**src/rtl/move_sequencer.sv**
```systemverilog
// move_sequencer: queues face-turn codes from the solver and issues them one
// at a time to the actuator, waiting for an ack and a settle gap between moves.
// Optional feature macro: MOVE_SEQ_TIMEOUT_EN (per-move ack timeout -> ERROR).
//
// state    | meaning
// ---------+--------------------------------------------------------------
// IDLE     | waiting for start
// ISSUE    | popping FIFO head into move_code
// WAIT_ACK | move_valid high, waiting for a synchronized ack rising edge
// SETTLE   | idle gap after an acknowledged move
// DONE     | one-cycle done pulse
// ERROR    | ack timeout, held until abort or reset
module move_sequencer #(
    parameter int DEPTH          = 16,
    parameter int SETTLE_CYCLES  = 1000,
    parameter int TIMEOUT_CYCLES = 50_000_000
) (
    input  logic                     clk,
    input  logic                     rst_n,
    input  logic                     push_valid,
    input  logic [3:0]               push_move,
    output logic                     push_ready,
    input  logic                     start,
    input  logic                     abort,
    input  logic                     ack,
    output logic [3:0]               move_code,
    output logic                     move_valid,
    output logic                     busy,
    output logic                     done,
    output logic                     error,
    output logic                     bad_code,
    output logic [7:0]               moves_done,
    output logic [$clog2(DEPTH):0]   fifo_count
);

    localparam int AW = $clog2(DEPTH);
    localparam int CW = AW + 1;
`ifdef MOVE_SEQ_TIMEOUT_EN
    localparam int TMR_MAX = (SETTLE_CYCLES > TIMEOUT_CYCLES) ? SETTLE_CYCLES : TIMEOUT_CYCLES;
`else
    localparam int TMR_MAX = SETTLE_CYCLES;
`endif
    // Timer only ever holds load values up to TMR_MAX-1.
    localparam int TW = (TMR_MAX < 2) ? 1 : $clog2(TMR_MAX);
    localparam logic [TW-1:0] SETTLE_LOAD = TW'(SETTLE_CYCLES - 1);
`ifdef MOVE_SEQ_TIMEOUT_EN
    localparam logic [TW-1:0] TIMEOUT_LOAD = TW'(TIMEOUT_CYCLES - 1);
`else
    localparam logic [TW-1:0] TIMEOUT_LOAD = '0;
`endif

    typedef enum logic [2:0] {
        IDLE, ISSUE, WAIT_ACK, SETTLE, DONE, ERROR
    } state_t;

    state_t          state;
    logic [3:0]      mem [DEPTH];
    logic [AW-1:0]   wr_ptr;
    logic [AW-1:0]   rd_ptr;
    logic [CW-1:0]   count;
    logic            ready_en;
    logic            ack_s1, ack_s2, ack_s3;
    logic [TW-1:0]   timer;
    logic            code_legal;
    logic            push_fire;
    logic            wr_en;
    logic            pop;
    logic            ack_rise;
    logic            timeout_hit;

    // Codes 6,7,E,F have face bits 2:1 == 2'b11 and are illegal.
    assign code_legal = (push_move[2:1] != 2'b11);
    assign push_ready = ready_en && (count != CW'(DEPTH));
    assign push_fire  = push_valid && push_ready && !abort;
    assign wr_en      = push_fire && code_legal;
    assign pop        = (state == ISSUE) && !abort;
    assign ack_rise   = ack_s2 && !ack_s3;
    assign fifo_count = count;

`ifdef MOVE_SEQ_TIMEOUT_EN
    assign timeout_hit = (state == WAIT_ACK) && !ack_rise && (timer == '0);

    // Sticky timeout flag, cleared only by abort or reset.
    always_ff @(posedge clk or negedge rst_n) begin
        if (!rst_n)           error <= 1'b0;
        else if (abort)       error <= 1'b0;
        else if (timeout_hit) error <= 1'b1;
    end
`else
    assign timeout_hit = 1'b0;
    assign error       = 1'b0;
`endif

    // FIFO storage; contents need no reset since count gates every read.
    always_ff @(posedge clk) begin
        if (wr_en) mem[wr_ptr] <= push_move;
    end

    // FIFO pointers and occupancy, flushed by abort.
    always_ff @(posedge clk or negedge rst_n) begin
        if (!rst_n) begin
            wr_ptr <= '0;
            rd_ptr <= '0;
            count  <= '0;
        end else if (abort) begin
            wr_ptr <= '0;
            rd_ptr <= '0;
            count  <= '0;
        end else begin
            if (wr_en) wr_ptr <= wr_ptr + AW'(1);
            if (pop)   rd_ptr <= rd_ptr + AW'(1);
            count <= count + CW'(wr_en) - CW'(pop);
        end
    end

    // push_ready held low through reset and released on the first clock after.
    always_ff @(posedge clk or negedge rst_n) begin
        if (!rst_n) ready_en <= 1'b0;
        else        ready_en <= 1'b1;
    end

    // Sticky flag for dropped illegal codes.
    always_ff @(posedge clk or negedge rst_n) begin
        if (!rst_n)                        bad_code <= 1'b0;
        else if (push_fire && !code_legal) bad_code <= 1'b1;
    end

    // Two-flop synchronizer for ack plus a third flop for edge detection.
    always_ff @(posedge clk or negedge rst_n) begin
        if (!rst_n) begin
            ack_s1 <= 1'b0;
            ack_s2 <= 1'b0;
            ack_s3 <= 1'b0;
        end else begin
            ack_s1 <= ack;
            ack_s2 <= ack_s1;
            ack_s3 <= ack_s2;
        end
    end

    // Sequencer FSM with registered outputs and a shared settle/timeout down-counter.
    always_ff @(posedge clk or negedge rst_n) begin
        if (!rst_n) begin
            state      <= IDLE;
            move_code  <= 4'h0;
            move_valid <= 1'b0;
            busy       <= 1'b0;
            done       <= 1'b0;
            moves_done <= 8'd0;
            timer      <= '0;
        end else if (abort) begin
            state      <= IDLE;
            move_valid <= 1'b0;
            busy       <= 1'b0;
            done       <= 1'b0;
            timer      <= '0;
        end else begin
            case (state)
                IDLE: begin
                    if (start) begin
                        if (count != '0) begin
                            moves_done <= 8'd0;
                            busy       <= 1'b1;
                            state      <= ISSUE;
                        end else begin
                            done  <= 1'b1;
                            state <= DONE;
                        end
                    end
                end
                ISSUE: begin
                    move_code  <= mem[rd_ptr];
                    move_valid <= 1'b1;
                    timer      <= TIMEOUT_LOAD;
                    state      <= WAIT_ACK;
                end
                WAIT_ACK: begin
                    if (ack_rise) begin
                        move_valid <= 1'b0;
                        if (moves_done != 8'hFF) moves_done <= moves_done + 8'd1;
                        timer      <= SETTLE_LOAD;
                        state      <= SETTLE;
                    end else if (timeout_hit) begin
                        move_valid <= 1'b0;
                        busy       <= 1'b0;
                        state      <= ERROR;
                    end else if (timer != '0) begin
                        timer <= timer - TW'(1);
                    end
                end
                SETTLE: begin
                    if (timer == '0) begin
                        if (count != '0) begin
                            state <= ISSUE;
                        end else begin
                            busy  <= 1'b0;
                            done  <= 1'b1;
                            state <= DONE;
                        end
                    end else begin
                        timer <= timer - TW'(1);
                    end
                end
                DONE: begin
                    done  <= 1'b0;
                    state <= IDLE;
                end
                ERROR: begin
                    move_valid <= 1'b0;
                    busy       <= 1'b0;
                end
                default: state <= IDLE;
            endcase
        end
    end

endmodule
```
**config.mk**
```make
export PLATFORM = sky130hd
export DESIGN_NAME = move_sequencer
export DESIGN_NICKNAME = d
export VERILOG_FILES = /design/src/rtl/move_sequencer.sv
export SDC_FILE = /design/constraint.sdc
export NUM_CORES = 1
export LEC_CHECK = 0
export CAP_MARGIN = 10
export CORE_UTILIZATION = 55
export CTS_CLUSTER_DIAMETER = 80
export DETAILED_ROUTE_END_ITERATION = 12
export MAX_ROUTING_LAYER = met4
export PLACE_DENSITY = 0.74
export RECOVER_POWER = 50
export SYNTH_ARGS = -nofsm -noshare
export SYNTH_HDL_FRONTEND = slang
export SYNTH_SLANG_ARGS = --single-unit
```
**constraint.sdc**
```tcl
create_clock -name clk -period 3 [get_ports clk]
set_clock_uncertainty 0.15 [all_clocks]
set_input_delay 0.6 -clock clk [delete_from_list [all_inputs] [get_ports clk]]
set_output_delay 0.6 -clock clk [all_outputs]
set_load 0.02 [all_outputs]
```
# == Yosys cells after proc, flatten, opt, wreduce, memory -nomap -nowiden ==
# Memories as Yosys holds them, arrays and structs flattened. A register that Yosys moved wholly into a read port is not among the register bits.
# Cells that the tools add are included.
# totals
regBits,42
mem_bits_rw,64
inputBits,10
mem_count,1
# op_classes
n_addsub,6
n_eq_ne,20
mux,37
bitwise_logic,1
reduce_logical,29
# memory_table
name,words,word_bits,rd,rd_ports_with_merged_regs,write_ports,line_no,rtl
mem,16,4,1,1,1,57,logic [3:0] mem [DEPTH];
# op_table
op,count
two-way mux 10 bit,4
two-way mux 8 bit,4
one-hot mux 10 bit (3 select lines),1
inequality test 3 bit (second input constant),6
two-way mux 4 bit,4
one-hot mux 8 bit (2 select lines),1
nonzero test 4 bit,4
two-way mux 3 bit,5
one-hot mux 3 bit (5 select lines),1
two-way mux 1 bit,13
inequality test 2 bit (second input constant),6
logical NOT 10 bit,1
nonzero test 10 bit,1
subtractor 10 x 1 -> 10 bit (second input constant),1
one-hot mux 1 bit (3 select lines),3
adder 4 x 1 -> 4 bit (second input constant),2
adder 8 x 1 -> 8 bit (second input constant),1
inequality test 8 bit (second input constant),1
logical AND 1 bit,7
equality test 3 x 2 -> 1 bit (second input constant),2
equality test 3 bit (second input constant),2
AND reduction 3 bit,2
AND reduction 6 bit,1
nonzero test 2 bit,3
13 further kinds,17

# == Longest topological paths before layout ==
# depth
word_depth,8
ltp_mapped,15

# == Worst setup path after synthesis ==
# No wires, ideal clock.
# synth_path
path_kind,in2reg
start,input port abort
end,register count[4] (netlist: fifo_count[4])
arrival_ns,2.547
t_required_ns,2.716
setup_slack_ns,0.169
cell_stages,14
n_path_buf,2
path_cell_list,clkbuf_1 > nor2b_1 > and4_1 > buf_2 > inv_2 > ha_1 > inv_1 > ha_1 > inv_1 > fa_1 > nor2b_1 > o21bai_1 > a21oi_1 > nor3b_1
# synth_between
elab_chain_len,6
word_cells_on_any_way,7
cone_classes,add/sub: 2; mux: 1; reduce/logical: 4
# synth_rtl
element,line_no,rtl
from (decl),24,"input logic abort,"
logical NOT 1 bit,"74, 76",
logical AND 1 bit,74,assign push_fire = push_valid && push_ready && !abort;
logical AND 1 bit,75,assign wr_en = push_fire && code_legal;
adder 5 x 1 -> 5 bit,112,count <= count + CW'(wr_en) - CW'(pop);
subtractor 5 x 1 -> 5 bit,112,
two-way mux 5 bit (*),105,end else if (abort) begin
to (signal assigned),112,
to (decl),60,logic [CW-1:0] count;
# Mark *: on every way between the ends. The rest lies on a longest branch, timed or not.
# A chain may end at the register's enable or synchronous reset.

# == Worst setup path in the final report ==
# layout_path
start,input port push_move[1]
end,register count[4] (netlist: fifo_count[4])
# layout_between
elab_chain_len,5
# layout_rtl
element,line_no,rtl
from (decl),21,"input logic [3:0] push_move,"
inequality test 2 bit,72,assign code_legal = (push_move[2:1] != 2'b11);
logical AND 1 bit,75,
adder 5 x 1 -> 5 bit,112,
subtractor 5 x 1 -> 5 bit,112,
two-way mux 5 bit,105,
# No other way between the ends.

==> results by group <==
Timing
  – Hold_ws: 215 ps
  – Slew Limit Headroom: 15.9%
  – Fmax: approximately 0.36 GHz
  – Slew Viols, Final: 0
  – Fin crit period: approximately 2800 ps
  – Final setup fails: 0
  – RSZ-0062 raised after global routing: false
  – Setup_tns: 0 ps
  – Period utilisation layout: approximately 92%
  – Worst-Margin Slew: roughly 1300 ps
  – Hold Fails Final Rpt: 0

Floorplan
  – Io pins: 33
  – Die area: a little under 10000 um2
  – Effective utilization at floorplan: between 50 and 60%
  – Core Area: a little under 9000 um2
  – Die height: 98.8 um
  – Placement Rows: 34
  – Die W: just under 100 um

Placed design
  – Placed Instance Area: 5660 um2
  – Port Buffer Count: 31
  – DP Wirelength: around 7100 um
  – Gpl congestion: between 0.8 and 0.9

Clock tree
  – # Post-CTS Setup Buffers: 0
  – CTS Hold Buffers Added: 0
  – Clock buffer depth: 2
  – Num CTS Buffers: 9
  – Root Buffer: clkbuf_8
  – CTS clock-pin slew for the worst setup and hold paths: 110 ps
  – H-tree levels: 3
  – TritonCTS clock tree: yes
  – Clock latency at the later pin of the worst-skew pair: about 370 ps
  – Clk sinks: 110

Critical path
  – Critical path launch point: push_move[1]
  – FF-to-FF Start: fifo_count[2]$_DFF_PN0_
  – Worst setup path endpoint: fifo_count[4]$_DFF_PN0_
  – Flop2flop setup slack: approximately 280 ps
  – Arr. time, crit path: slightly below 3000 ps
  – Worst Setup Start Kind: input port
  – Max Fanout on Critical Path: 2
  – Worst setup EP type: register
  – Req. time, crit path: about 3200 ps
  – Reg2reg end: fifo_count[4]$_DFF_PN0_
  – Critical path type: input port to register
  – Reg2Reg Depth: 14

Power and ir drop
  – Pwr Density: between 700 and 800 nW/um2
  – Maximum VDD drop: roughly 0.55 mV
  – Lkg Pwr: ~0.0022 uW

Synth
  – Mapped Area: 5160 um2
  – Mapped Cells: slightly below 400
  – Most frequent cell after synthesis: edfxtp_1
  – #FFs+latches synth: 110
  – Yosys top cell by area: edfxtp_1
  – Ys async rst share: 41.8%
  – Top cells by area, synth: edfxtp_1 (37%), dfrtp_1 (22%), mux4_2 (7.0%)
  – Sequential-to-total area share from yosys stat: between 50% and 60%
  – Share of the synthesized area in the top cell type: ~37%
  – EDFF count, synth: 64
  – Main synth FF type: edfxtp_1
  – Post-synth cell types: between 60 and 70
  – Avg Cell Area, Syn: between 10 and 15 um2
  – Synth Warn #: 0
  – Top cells by count, synth: edfxtp_1 (64), dfrtp_1 (46), nor2_1 (33), a21oi_1 (19), inv_1 (19)
  – Syn Nets: ~420

Global route
  – Pin count of the biggest net entering global routing: 26
  – Vias in the first global route: about 3200
  – GRT Overall Usage: about 23%
  – Initial antenna violation count: 0
  – GRT overflow: 0
  – First-pass GRT wire length: around 16000 um

Final layout
  – Area delta synth->final: 13.3%
  – Fin nets: 460
  – Layout cell share with drive strength beyond 1: 14.5%
  – Fin area: approximately 5800 um2
  – N_diodes: 0

Routing
  – Number of DRC markers in iteration 0: ~230
  – Detailed Route WL: roughly 10000 um
  – Pre-antenna DRT Iters: 4
  – Vias: roughly 3300
  – Routed Antenna Nets: 0
  – WL/cell: between 15 and 20 um
  – Vias/cell: ~6
  – DRC errors left: 0

Job
  – Max Cap Violations: 0

Outcome
  – Status: completed

Worst hold path
  – Hold Crit Start: ack_s1$_DFF_PN0_
  – Min-Delay Path Class: register to register
## routing by layer
layer	wire length (um)	vias up	track usage (%)	share of wire [%]
li1	-	1577	-	-
met1	4520	1657	32.2	46
met2	4780	76	34.1	48
met3	382	16	3.76	3.9
met4	174	0	7.92	1.8
met5	0	-	-	0
## kinds of logic (layout without fill, tap and decap cells)
group                      count (synthesis)  count (layout)  synth area share (%)
other                                      2               2                 0.146
and+or+nand+nor                          117             117                  12.5
AOI/OAI and AO/OA                         77              77                  10.6
muxes                                     27              27                  9.32
buffers and inverters                     39              89                  3.40
xor gates and xnor gates                   5               5                 0.849
adders and majority gates                 14              14                  3.54
DFF                                      110             110                  59.6
## metrics by stage
step | setup WS (ps) | power, uW | utilization, % | std cells
after floorplan | 169 | 3180 | - | 391
after global routing | 65.8 | 4780 | 65.7 | 549
after global placement | -163 | 3620 | 63.7 | 533
after detailed placement | -233 | 3660 | 63.7 | 533
after CTS | 169 | 4530 | 65.9 | 549
final | 242 | 4510 | 65.7 | 549
## layout by cell type (no fill, tap or decap), types with 8 or more instances in the layout
master           instances
a21oi_1                 19
buf_4                   17
clkbuf_8                 9
clkdlybuf4s50_1         24
dfrtp_1                 46
edfxtp_1                64
ha_1                    13
inv_1                   19
mux4_2                  16
nand2_1                 18
nand3_1                  9
nor2_1                  33
nor3_1                   9
o21ai_0                  8
o31ai_1                  8
## power by group
| group | switching (uW) | leakage (uW) | internal, uW |
|---|---|---|---|
| Clock | 547 | 0.000103 | 332 |
| Sequential | 175 | 0.00119 | 1740 |
| Combinational | 947 | 0.000875 | 765 |
| Total | 1670 | 0.00217 | 2840 |
## critical path, cell delays in order
cell           delay (ps)
dlygate4sd3_1         550
nand2_1                90
and4_1                220
inv_2                  40
ha_1                  260
inv_1                  50
ha_1                  150
inv_1                  50
fa_1                  370
nor2b_1               180
o21bai_1              100
nand3_1                80
nor3b_1               170
## worst min path at each step
| stage | to | slack [ps] | cells after the start |
|---|---|---|---|
| 3_3_place_gp | ack_s2$_DFF_PN0_ | 190 | 0 |
| 5_1_grt | ack_s2$_DFF_PN0_ | 230 | 0 |
| 2_1_floorplan | ack_s1$_DFF_PN0_ | 150 | 0 |
| 4_1_cts | timer[5]$_DFFE_PN0P_ | 50 | 1 |
| 3_5_place_dp | ack_s2$_DFF_PN0_ | 190 | 0 |
| 6_report | ack_s2$_DFF_PN0_ | 210 | 0 |
## final cells by class
cell class / count / area (um2)
inverters: 20 / 75.1
flip-flops and latches: 110 / 3070
fillers: 670 / 3050
clock buffers: 9 / 124
repair buffers: 53 / 454
clock inverters: 7 / 72.6
well taps: 108 / 135
multi-input cells: 242 / 1910
## flip-flops by register name, summed over array words and instances, names as in the netlist
register and cells:
fifo_count 5, busy 1, mem 64, ack_s3 1, state 3, move_code 4
rd_ptr 4, wr_ptr 4, ready_en 1, done 1, ack_s1 1, ack_s2 1
timer 10, move_valid 1, moves_done 8, bad_code 1
## repair_timing
action                     CTS  global route
setup endpoints to repair    0             1
resized for setup            0             1
hold endpoints to repair     0             0
No activity file was read; power rests on OpenSTA's default activity.
